--- src/rtl/p_int_acc_pkg.sv ---
// Shared types for the integer perceptron datapath.
// Data configuration, accumulator FSM states, width helper.
package p_int_acc_pkg;

  typedef struct packed {
    logic       sign;
    logic [7:0] prec;
    logic [7:0] frac;
  } dconf_t;

  localparam dconf_t DEF_DCONF = '{
    sign: 1'b1,
    prec: 8'd8,
    frac: 8'd0
  };

  typedef enum logic [1:0] {
    IDLE,
    ACC,
    OUT
  } acc_state_t;

  // Accumulator width that holds N full-scale terms.
  function automatic int acc_prec(int ip, int n);
    return ip + $clog2(n + 1);
  endfunction

endpackage

--- src/rtl/p_int_acc_if.sv ---
// Product-in / sum-out handshake bundle of the accumulator.
// master drives products and takes sums; slave is the accumulator.
interface p_int_acc_if #(
  parameter int I_W = 8,
  parameter int O_W = 8
);

  logic           in_valid;
  logic           in_ready;
  logic [I_W-1:0] in;
  logic           in_ovf;
  logic           out_valid;
  logic           out_ready;
  logic [O_W-1:0] out;
  logic           ovf;

  modport master (
    output in_valid, in, in_ovf, out_ready,
    input  in_ready, out_valid, out, ovf
  );

  modport slave (
    input  in_valid, in, in_ovf, out_ready,
    output in_ready, out_valid, out, ovf
  );

endinterface

--- src/rtl/p_int_acc_cvt.sv ---
// Converts the accumulator value to the output format.
// Extends when wider, passes when equal, saturates when narrower.
module p_int_acc_cvt #(
  parameter int A_W    = 11,
  parameter bit A_SIGN = 1'b1,
  parameter int O_W    = 8,
  parameter bit O_SIGN = 1'b1
) (
  input  logic [A_W-1:0] a,
  output logic [O_W-1:0] o,
  output logic           ovf
);

  if (O_W > A_W) begin : g_exp
    localparam int EW = O_W - A_W;
    assign o   = A_SIGN ? {{EW{a[A_W-1]}}, a}
                        : {{EW{1'b0}}, a};
    assign ovf = 1'b0;
  end else if (O_W == A_W) begin : g_pass
    assign o   = a;
    assign ovf = 1'b0;
  end else begin : g_rdc
    localparam int W = A_W + 2;
    localparam logic [W-1:0] ONE  = W'(1);
    localparam logic [W-1:0] SMAX = (ONE << (O_W - 1)) - ONE;
    localparam logic [W-1:0] UMAX = (ONE << O_W) - ONE;
    localparam logic [W-1:0] SMIN = ~SMAX;

    logic signed [W-1:0] w;
    logic signed [W-1:0] hi;
    logic signed [W-1:0] lo;

    // Compare in a wider signed domain, clip to the output range.
    always_comb begin
      w   = A_SIGN ? {{2{a[A_W-1]}}, a} : {2'b00, a};
      hi  = O_SIGN ? SMAX : UMAX;
      lo  = O_SIGN ? SMIN : '0;
      o   = a[O_W-1:0];
      ovf = 1'b0;
      if (w > hi) begin
        o   = hi[O_W-1:0];
        ovf = 1'b1;
      end else if (w < lo) begin
        o   = lo[O_W-1:0];
        ovf = 1'b1;
      end
    end
  end

endmodule

--- src/rtl/p_int_acc.sv ---
// Dot-product accumulator: sums N products, emits one sum
// per N accepted terms with a sticky overflow flag.
module p_int_acc
  import p_int_acc_pkg::*;
#(
  parameter dconf_t I_CONF = DEF_DCONF,
  parameter dconf_t O_CONF = DEF_DCONF,
  parameter int     N      = 4
) (
  input  logic        clk,
  input  logic        reset_,
  input  logic        clr,
  p_int_acc_if.slave  bus
);

  localparam int I_PREC = int'(I_CONF.prec);
  localparam int O_PREC = int'(O_CONF.prec);
  localparam int A_PREC = acc_prec(I_PREC, N);
  localparam int EW     = A_PREC - I_PREC;
  localparam int CW     = $clog2(N + 1);
  localparam logic [CW-1:0] N_C = CW'(N);

  acc_state_t        state_q;
  logic [A_PREC-1:0] acc_q;
  logic [A_PREC-1:0] acc_d;
  logic [A_PREC-1:0] in_x;
  logic [CW-1:0]     cnt_q;
  logic [CW-1:0]     cnt_d;
  logic              ovfr_q;
  logic              ovfr_d;
  logic [O_PREC-1:0] out_q;
  logic [O_PREC-1:0] cvt_out;
  logic              cvt_ovf;
  logic              ovf_q;
  logic              ovld_q;
  logic              rdy_q;
  logic              accept;
  logic              last;

  // Next accumulator value assuming this cycle's term is taken.
  always_comb begin
    in_x   = I_CONF.sign ? {{EW{bus.in[I_PREC-1]}}, bus.in}
                         : {{EW{1'b0}}, bus.in};
    accept = bus.in_valid & rdy_q;
    acc_d  = (state_q == IDLE ? '0 : acc_q) + in_x;
    cnt_d  = (state_q == IDLE ? '0 : cnt_q) + 1'b1;
    ovfr_d = ((state_q != IDLE) & ovfr_q) | bus.in_ovf;
    last   = (cnt_d == N_C);
  end

  p_int_acc_cvt #(
    .A_W    (A_PREC),
    .A_SIGN (I_CONF.sign),
    .O_W    (O_PREC),
    .O_SIGN (O_CONF.sign)
  ) u_cvt (
    .a   (acc_d),
    .o   (cvt_out),
    .ovf (cvt_ovf)
  );

  // Accumulate/emit FSM; the sum is captured on OUT entry.
  always_ff @(posedge clk or negedge reset_) begin
    if (!reset_) begin
      state_q <= IDLE;
      acc_q   <= '0;
      cnt_q   <= '0;
      ovfr_q  <= 1'b0;
      out_q   <= '0;
      ovf_q   <= 1'b0;
      ovld_q  <= 1'b0;
      rdy_q   <= 1'b1;
    end else if (clr) begin
      state_q <= IDLE;
      acc_q   <= '0;
      cnt_q   <= '0;
      ovfr_q  <= 1'b0;
      ovld_q  <= 1'b0;
      rdy_q   <= 1'b1;
    end else begin
      unique case (state_q)
        IDLE, ACC: begin
          if (accept) begin
            acc_q  <= acc_d;
            cnt_q  <= cnt_d;
            ovfr_q <= ovfr_d;
            if (last) begin
              state_q <= OUT;
              out_q   <= cvt_out;
              ovf_q   <= ovfr_d | cvt_ovf;
              ovld_q  <= 1'b1;
              rdy_q   <= 1'b0;
            end else begin
              state_q <= ACC;
            end
          end
        end
        OUT: begin
          if (bus.out_ready) begin
            state_q <= IDLE;
            acc_q   <= '0;
            cnt_q   <= '0;
            ovld_q  <= 1'b0;
            rdy_q   <= 1'b1;
          end
        end
        default: state_q <= IDLE;
      endcase
    end
  end

  assign bus.in_ready  = rdy_q;
  assign bus.out_valid = ovld_q;
  assign bus.out       = out_q;
  assign bus.ovf       = ovf_q;

endmodule

--- src/flat_wrapper.sv ---
// flat-port wrapper written by rule: the top's interface ports become plain ports
module p_int_acc_flat import p_int_acc_pkg::*;
#(
  parameter dconf_t I_CONF = DEF_DCONF,
  parameter dconf_t O_CONF = DEF_DCONF,
  parameter int     N      = 4
)
  (clk, reset_, clr, bus_in_valid, bus_in, bus_in_ovf, bus_out_ready, bus_in_ready, bus_out_valid, bus_out, bus_ovf);
  p_int_acc_if #(.I_W(8), .O_W(16)) bus_i ();
  input  logic clk;
  input  logic reset_;
  input  logic clr;
  input wire logic [$bits(bus_i.in_valid)-1:0] bus_in_valid;
  input wire logic [$bits(bus_i.in)-1:0] bus_in;
  input wire logic [$bits(bus_i.in_ovf)-1:0] bus_in_ovf;
  input wire logic [$bits(bus_i.out_ready)-1:0] bus_out_ready;
  output wire logic [$bits(bus_i.in_ready)-1:0] bus_in_ready;
  output wire logic [$bits(bus_i.out_valid)-1:0] bus_out_valid;
  output wire logic [$bits(bus_i.out)-1:0] bus_out;
  output wire logic [$bits(bus_i.ovf)-1:0] bus_ovf;
  assign bus_i.in_valid = bus_in_valid;
  assign bus_i.in = bus_in;
  assign bus_i.in_ovf = bus_in_ovf;
  assign bus_i.out_ready = bus_out_ready;
  assign bus_in_ready = bus_i.in_ready;
  assign bus_out_valid = bus_i.out_valid;
  assign bus_out = bus_i.out;
  assign bus_ovf = bus_i.ovf;
  p_int_acc #(.I_CONF(I_CONF), .O_CONF(O_CONF), .N(N)) u_core (.clk(clk), .reset_(reset_), .clr(clr), .bus(bus_i));
endmodule
--- config.mk ---
export PLATFORM = sky130hd
export DESIGN_NAME = p_int_acc_flat
export DESIGN_NICKNAME = d
export VERILOG_FILES = /design/src/rtl/p_int_acc_pkg.sv /design/src/rtl/p_int_acc_if.sv /design/src/rtl/p_int_acc_cvt.sv /design/src/rtl/p_int_acc.sv /design/src/flat_wrapper.sv
export SDC_FILE = /design/constraint.sdc
export NUM_CORES = 1
export LEC_CHECK = 0
export ABC_AREA = 1
export CORE_MARGIN = 2
export CORE_UTILIZATION = 51
export CTS_CLUSTER_DIAMETER = 50
export DETAILED_ROUTE_END_ITERATION = 8
export GPL_TIMING_DRIVEN = 0
export PLACE_DENSITY_LB_ADDON = 0.08
export SYNTH_ARGS = -nofsm -noshare
export SYNTH_HDL_FRONTEND = slang
export SYNTH_SLANG_ARGS = --single-unit
--- constraint.sdc ---
create_clock -name clk -period 4.9 [get_ports clk]
set_input_delay 0.98 -clock clk [delete_from_list [all_inputs] [get_ports clk]]
set_output_delay 0.98 -clock clk [all_outputs]
set_load 0.01 [all_outputs]
==> flow_summary.toml <==
[yosys]
syn-mean-instance-area_sq_um = 6.95
synth.cell_area_sq_um = 2000
ys_ff_latch = 28
yosys.area.top_type = "sky130_fd_sc_hd__dfrtp_1"
netlist_top_cells_area = "sky130_fd_sc_hd__dfrtp_1 (34%), sky130_fd_sc_hd__nand2_1 (17%), sky130_fd_sc_hd__ha_1 (7.5%), sky130_fd_sc_hd__inv_1 (7.5%), sky130_fd_sc_hd__nor2_1 (5.5%)"
netlist_instances = 287
synth_top_cell_area_share_pct = 33.9
synth.lib_cells_used.distinct = 30
yosys_warnings = 0
synth_sequential_area_ratio_pct = 35.2

[power_and_ir_drop]
power_per_cell_area_nw_per_um2 = 210
total_power_w = 0.000499
total_leakage_power_nw = 1.30
ir_drop_mv = 0.136

[global_route]
globalRouteTotalUtil_pct = 21.1
globalRoute.totalOverflow = 0
antenna_violations_before_repair = 0
grt_first_pass_wirelength_mm = 7.21
first_global_vias = 1750
largest_net_degree_at_the_start_of_global_routing = 29

[setup_path]
arrival_time_of_data_at_the_critical_path_endpoint_ns = 3.22
required_ns = 5.06
crit_type = "reg2reg"
worstSetupStartpoint = "u_core.state_q[0]"
worstReg2RegStart = "u_core.state_q[0]"
worstSetupEndpointType = "flop"
worst_r2r_path_depth = 19
startpoint_class = "flop"
regToRegEndpoint = "u_core.out_q[4]"
critical_path.max_fanout = 10
timing.reg2reg.setup_slack_ns = 1.84

[sta]
fmaxAchievable_mhz = 327
setup_viol = 0
fin_tns_setup_ns = 0
maxSlewViolCount = 0
final_clock_skew_ns = 0.00792
period_needed_ns = 3.06
setup_repair_after_global_routing_missed_its_margin = "false"
hold_violations = 0
period_share_pct = 62.4
tightest_slew_ns = 0.607
timing.slew.headroom_pct = 59.5

[clock_tree]
path_clk_slew_ns = 0.09
clock-root-buffer = "sky130_fd_sc_hd__clkbuf_8"
postCtsResizedCells = 0
cts_post_setup_buffers_inserted = 0
clock_sinks = 28
holdBufCountCts = 0
tritoncts = "built"
clk-insertion-delay-late_ns = 0.27
cts_htree_levels = 1
clk_path_buf_depth = 2
cts_made_buffers = 3

[layout]
antenna_cells = 0
layout.core_utilization_pct = 63.8
flow.area_growth_from_synthesis_pct = 18.9
design.final.nets = 350
drive_above_1_share_pct = 10.6

[status]
run_status = "finished, final reports clean"

[die]
fp.coreArea_sq_um = 3720
top_level_ports = 33
initial_utilization_pct = 53.7
std_cell_rows = 22
die-height_um = 66.6
dieArea_sq_um = 4430
die_w_um = 66.6

[min_path]
hold_class = "reg2reg"
hold_end = "u_core.bus.out_valid"
min_delay_path_depth = 2
holdCritStartpoint = "u_core.bus.out_valid"

[route]
viasPerCell = 4.71
detail_route.wirelength_mm = 4.06
drt-pass1-iter-count = 4
route.detailed.drc = 0
detail_route.wl_per_cell_um = 11.0
drt.antenna.violating_nets = 0
drt_iter0_markers = 55
via_count = 1743

[place]
port-buffer-count = 24
gp_congestion = 0.852
dp_hpwl_mm = 3.25

[flow_run]
maxCapViolCount = 0
## sequential cells by signal, indices dropped and copies added (netlist names)
register,count
u_core.bus.in_ready,1
u_core.state_q,2
u_core.bus.ovf,1
u_core.bus.out_valid,1
u_core.cnt_q,3
u_core.ovfr_q,1
u_core.acc_q,11
u_core.out_q,8
## cells in the mapped netlist
| cell | number |
|---|---|
| sky130_fd_sc_hd__nor2_2 | 2 |
| sky130_fd_sc_hd__nor2_1 | 29 |
| sky130_fd_sc_hd__xor2_2 | 1 |
| sky130_fd_sc_hd__o22ai_1 | 4 |
| sky130_fd_sc_hd__xor2_1 | 4 |
| sky130_fd_sc_hd__nand3_2 | 1 |
| sky130_fd_sc_hd__a211oi_1 | 1 |
| sky130_fd_sc_hd__nand2_2 | 7 |
| sky130_fd_sc_hd__nand3_1 | 13 |
| sky130_fd_sc_hd__fa_1 | 1 |
| sky130_fd_sc_hd__dfrtp_1 | 27 |
| sky130_fd_sc_hd__conb_1 | 1 |
| sky130_fd_sc_hd__o211ai_1 | 1 |
| sky130_fd_sc_hd__o21ai_1 | 5 |
| sky130_fd_sc_hd__buf_2 | 1 |
| sky130_fd_sc_hd__or2_1 | 2 |
| sky130_fd_sc_hd__dfstp_2 | 1 |
| sky130_fd_sc_hd__nand2_1 | 92 |
| sky130_fd_sc_hd__nand4_1 | 3 |
| sky130_fd_sc_hd__inv_1 | 40 |
| sky130_fd_sc_hd__buf_4 | 8 |
| sky130_fd_sc_hd__ha_1 | 12 |
| sky130_fd_sc_hd__a21oi_2 | 3 |
| sky130_fd_sc_hd__inv_2 | 4 |
| sky130_fd_sc_hd__a21oi_1 | 3 |
| sky130_fd_sc_hd__o21bai_1 | 1 |
| sky130_fd_sc_hd__clkbuf_1 | 1 |
| sky130_fd_sc_hd__o21ai_0 | 16 |
| sky130_fd_sc_hd__xnor2_1 | 2 |
| sky130_fd_sc_hd__inv_4 | 1 |
## placed cells by master (no fill, tap or decap)
cell	n
sky130_fd_sc_hd__o21ai_1	5
sky130_fd_sc_hd__inv_1	40
sky130_fd_sc_hd__nor2_2	2
sky130_fd_sc_hd__a211oi_1	1
sky130_fd_sc_hd__inv_2	4
sky130_fd_sc_hd__conb_1	8
sky130_fd_sc_hd__ha_1	12
sky130_fd_sc_hd__or2_1	2
sky130_fd_sc_hd__dfstp_2	1
sky130_fd_sc_hd__clkdlybuf4s50_1	23
sky130_fd_sc_hd__buf_4	8
sky130_fd_sc_hd__o21bai_1	1
sky130_fd_sc_hd__o22ai_1	4
sky130_fd_sc_hd__o21ai_0	16
sky130_fd_sc_hd__nand2_1	92
sky130_fd_sc_hd__xor2_1	4
sky130_fd_sc_hd__fa_1	1
sky130_fd_sc_hd__clkbuf_8	4
sky130_fd_sc_hd__inv_4	1
sky130_fd_sc_hd__xnor2_1	2
sky130_fd_sc_hd__nand3_1	13
sky130_fd_sc_hd__nor2_1	29
sky130_fd_sc_hd__nand4_1	3
sky130_fd_sc_hd__clkbuf_1	1
sky130_fd_sc_hd__dfrtp_1	27
sky130_fd_sc_hd__a21oi_2	3
sky130_fd_sc_hd__xor2_2	1
sky130_fd_sc_hd__buf_2	2
sky130_fd_sc_hd__nand2_2	7
sky130_fd_sc_hd__o211ai_1	1
sky130_fd_sc_hd__nand3_2	1
sky130_fd_sc_hd__a21oi_1	3
## where the power goes
group / internal (W) / total [W] / switching [W]
Combinational: 0.0000421 / 0.000110 / 0.0000678
Clock: 0.0000719 / 0.000141 / 0.0000690
Sequential: 0.000244 / 0.000249 / 0.00000474
## cell families (layout without fill, tap and decap cells)
| logic type | after synthesis | count (layout) | share of synthesized area, % |
|---|---|---|---|
| other | 1 | 8 | 0.188 |
| and+or+nand+nor | 149 | 149 | 30.9 |
| buffers and inverters | 55 | 83 | 12.0 |
| adders and majority gates | 13 | 13 | 8.53 |
| DFF | 28 | 28 | 35.2 |
| xor gates and xnor gates | 7 | 7 | 3.45 |
| AOI/OAI and AO/OA | 34 | 34 | 9.72 |
## worst max path at each step
stage | to | slack (ns) | depth (start not counted)
6_report | u_core.out_q[4] | 1.84 | 19
5_1_grt | u_core.out_q[6] | 1.50 | 19
4_1_cts | u_core.out_q[4] | 1.84 | 19
3_5_place_dp | u_core.out_q[5] | 1.66 | 15
3_3_place_gp | u_core.out_q[2] | 1.65 | 15
2_1_floorplan | u_core.out_q[2] | 2.37 | 14
## critical path, stage by stage (launching register included)
cell and delay, ns:
sky130_fd_sc_hd__dfrtp_1 0.42, sky130_fd_sc_hd__inv_2 0.09, sky130_fd_sc_hd__nand2_2 0.09, sky130_fd_sc_hd__inv_1 0.10, sky130_fd_sc_hd__clkbuf_1 0.41, sky130_fd_sc_hd__nor2_1 0.09
sky130_fd_sc_hd__ha_1 0.24, sky130_fd_sc_hd__fa_1 0.44, sky130_fd_sc_hd__nand2_1 0.10, sky130_fd_sc_hd__nand2_1 0.07, sky130_fd_sc_hd__nand3_1 0.15, sky130_fd_sc_hd__nand2_1 0.09
sky130_fd_sc_hd__nand2_1 0.06, sky130_fd_sc_hd__nand2_1 0.05, sky130_fd_sc_hd__nor2_1 0.11, sky130_fd_sc_hd__nand2_1 0.09, sky130_fd_sc_hd__nand2_2 0.10, sky130_fd_sc_hd__nand2_2 0.08
sky130_fd_sc_hd__o21ai_0 0.09, sky130_fd_sc_hd__nand2_1 0.07
## metal layers
layer / wire length, um / GRT usage (%)
met5: 0 / 0
met4: 38 / 4.85
met3: 118 / 3.55
met2: 1950 / 38.3
met1: 1950 / 26.0
## through the flow
| step | hold WS, ns | worst slack [ns] | cells | instance area (sq um) |
|---|---|---|---|---|
| finish | 0.480 | 1.84 | 370 | 2370 |
| global route | 0.539 | 1.50 | 370 | 2370 |
| CTS | 0.487 | 1.84 | 370 | 2380 |
| detailed placement | 0.465 | 1.66 | 366 | 2320 |
| global placement | 0.459 | 1.65 | 366 | 2320 |
| floorplan | 0.453 | 2.37 | 294 | 2020 |
## layout make-up
cell class / instances / area [sq um]
fillers: 349 / 1340
multi-input cells: 211 / 1080
flip-flops and latches: 28 / 702
repair buffers: 24 / 235
inverters: 45 / 171
plain buffers: 10 / 68.8
well taps: 48 / 60.1
clock buffers: 4 / 55.1
Power figures use the tool's default switching activity.
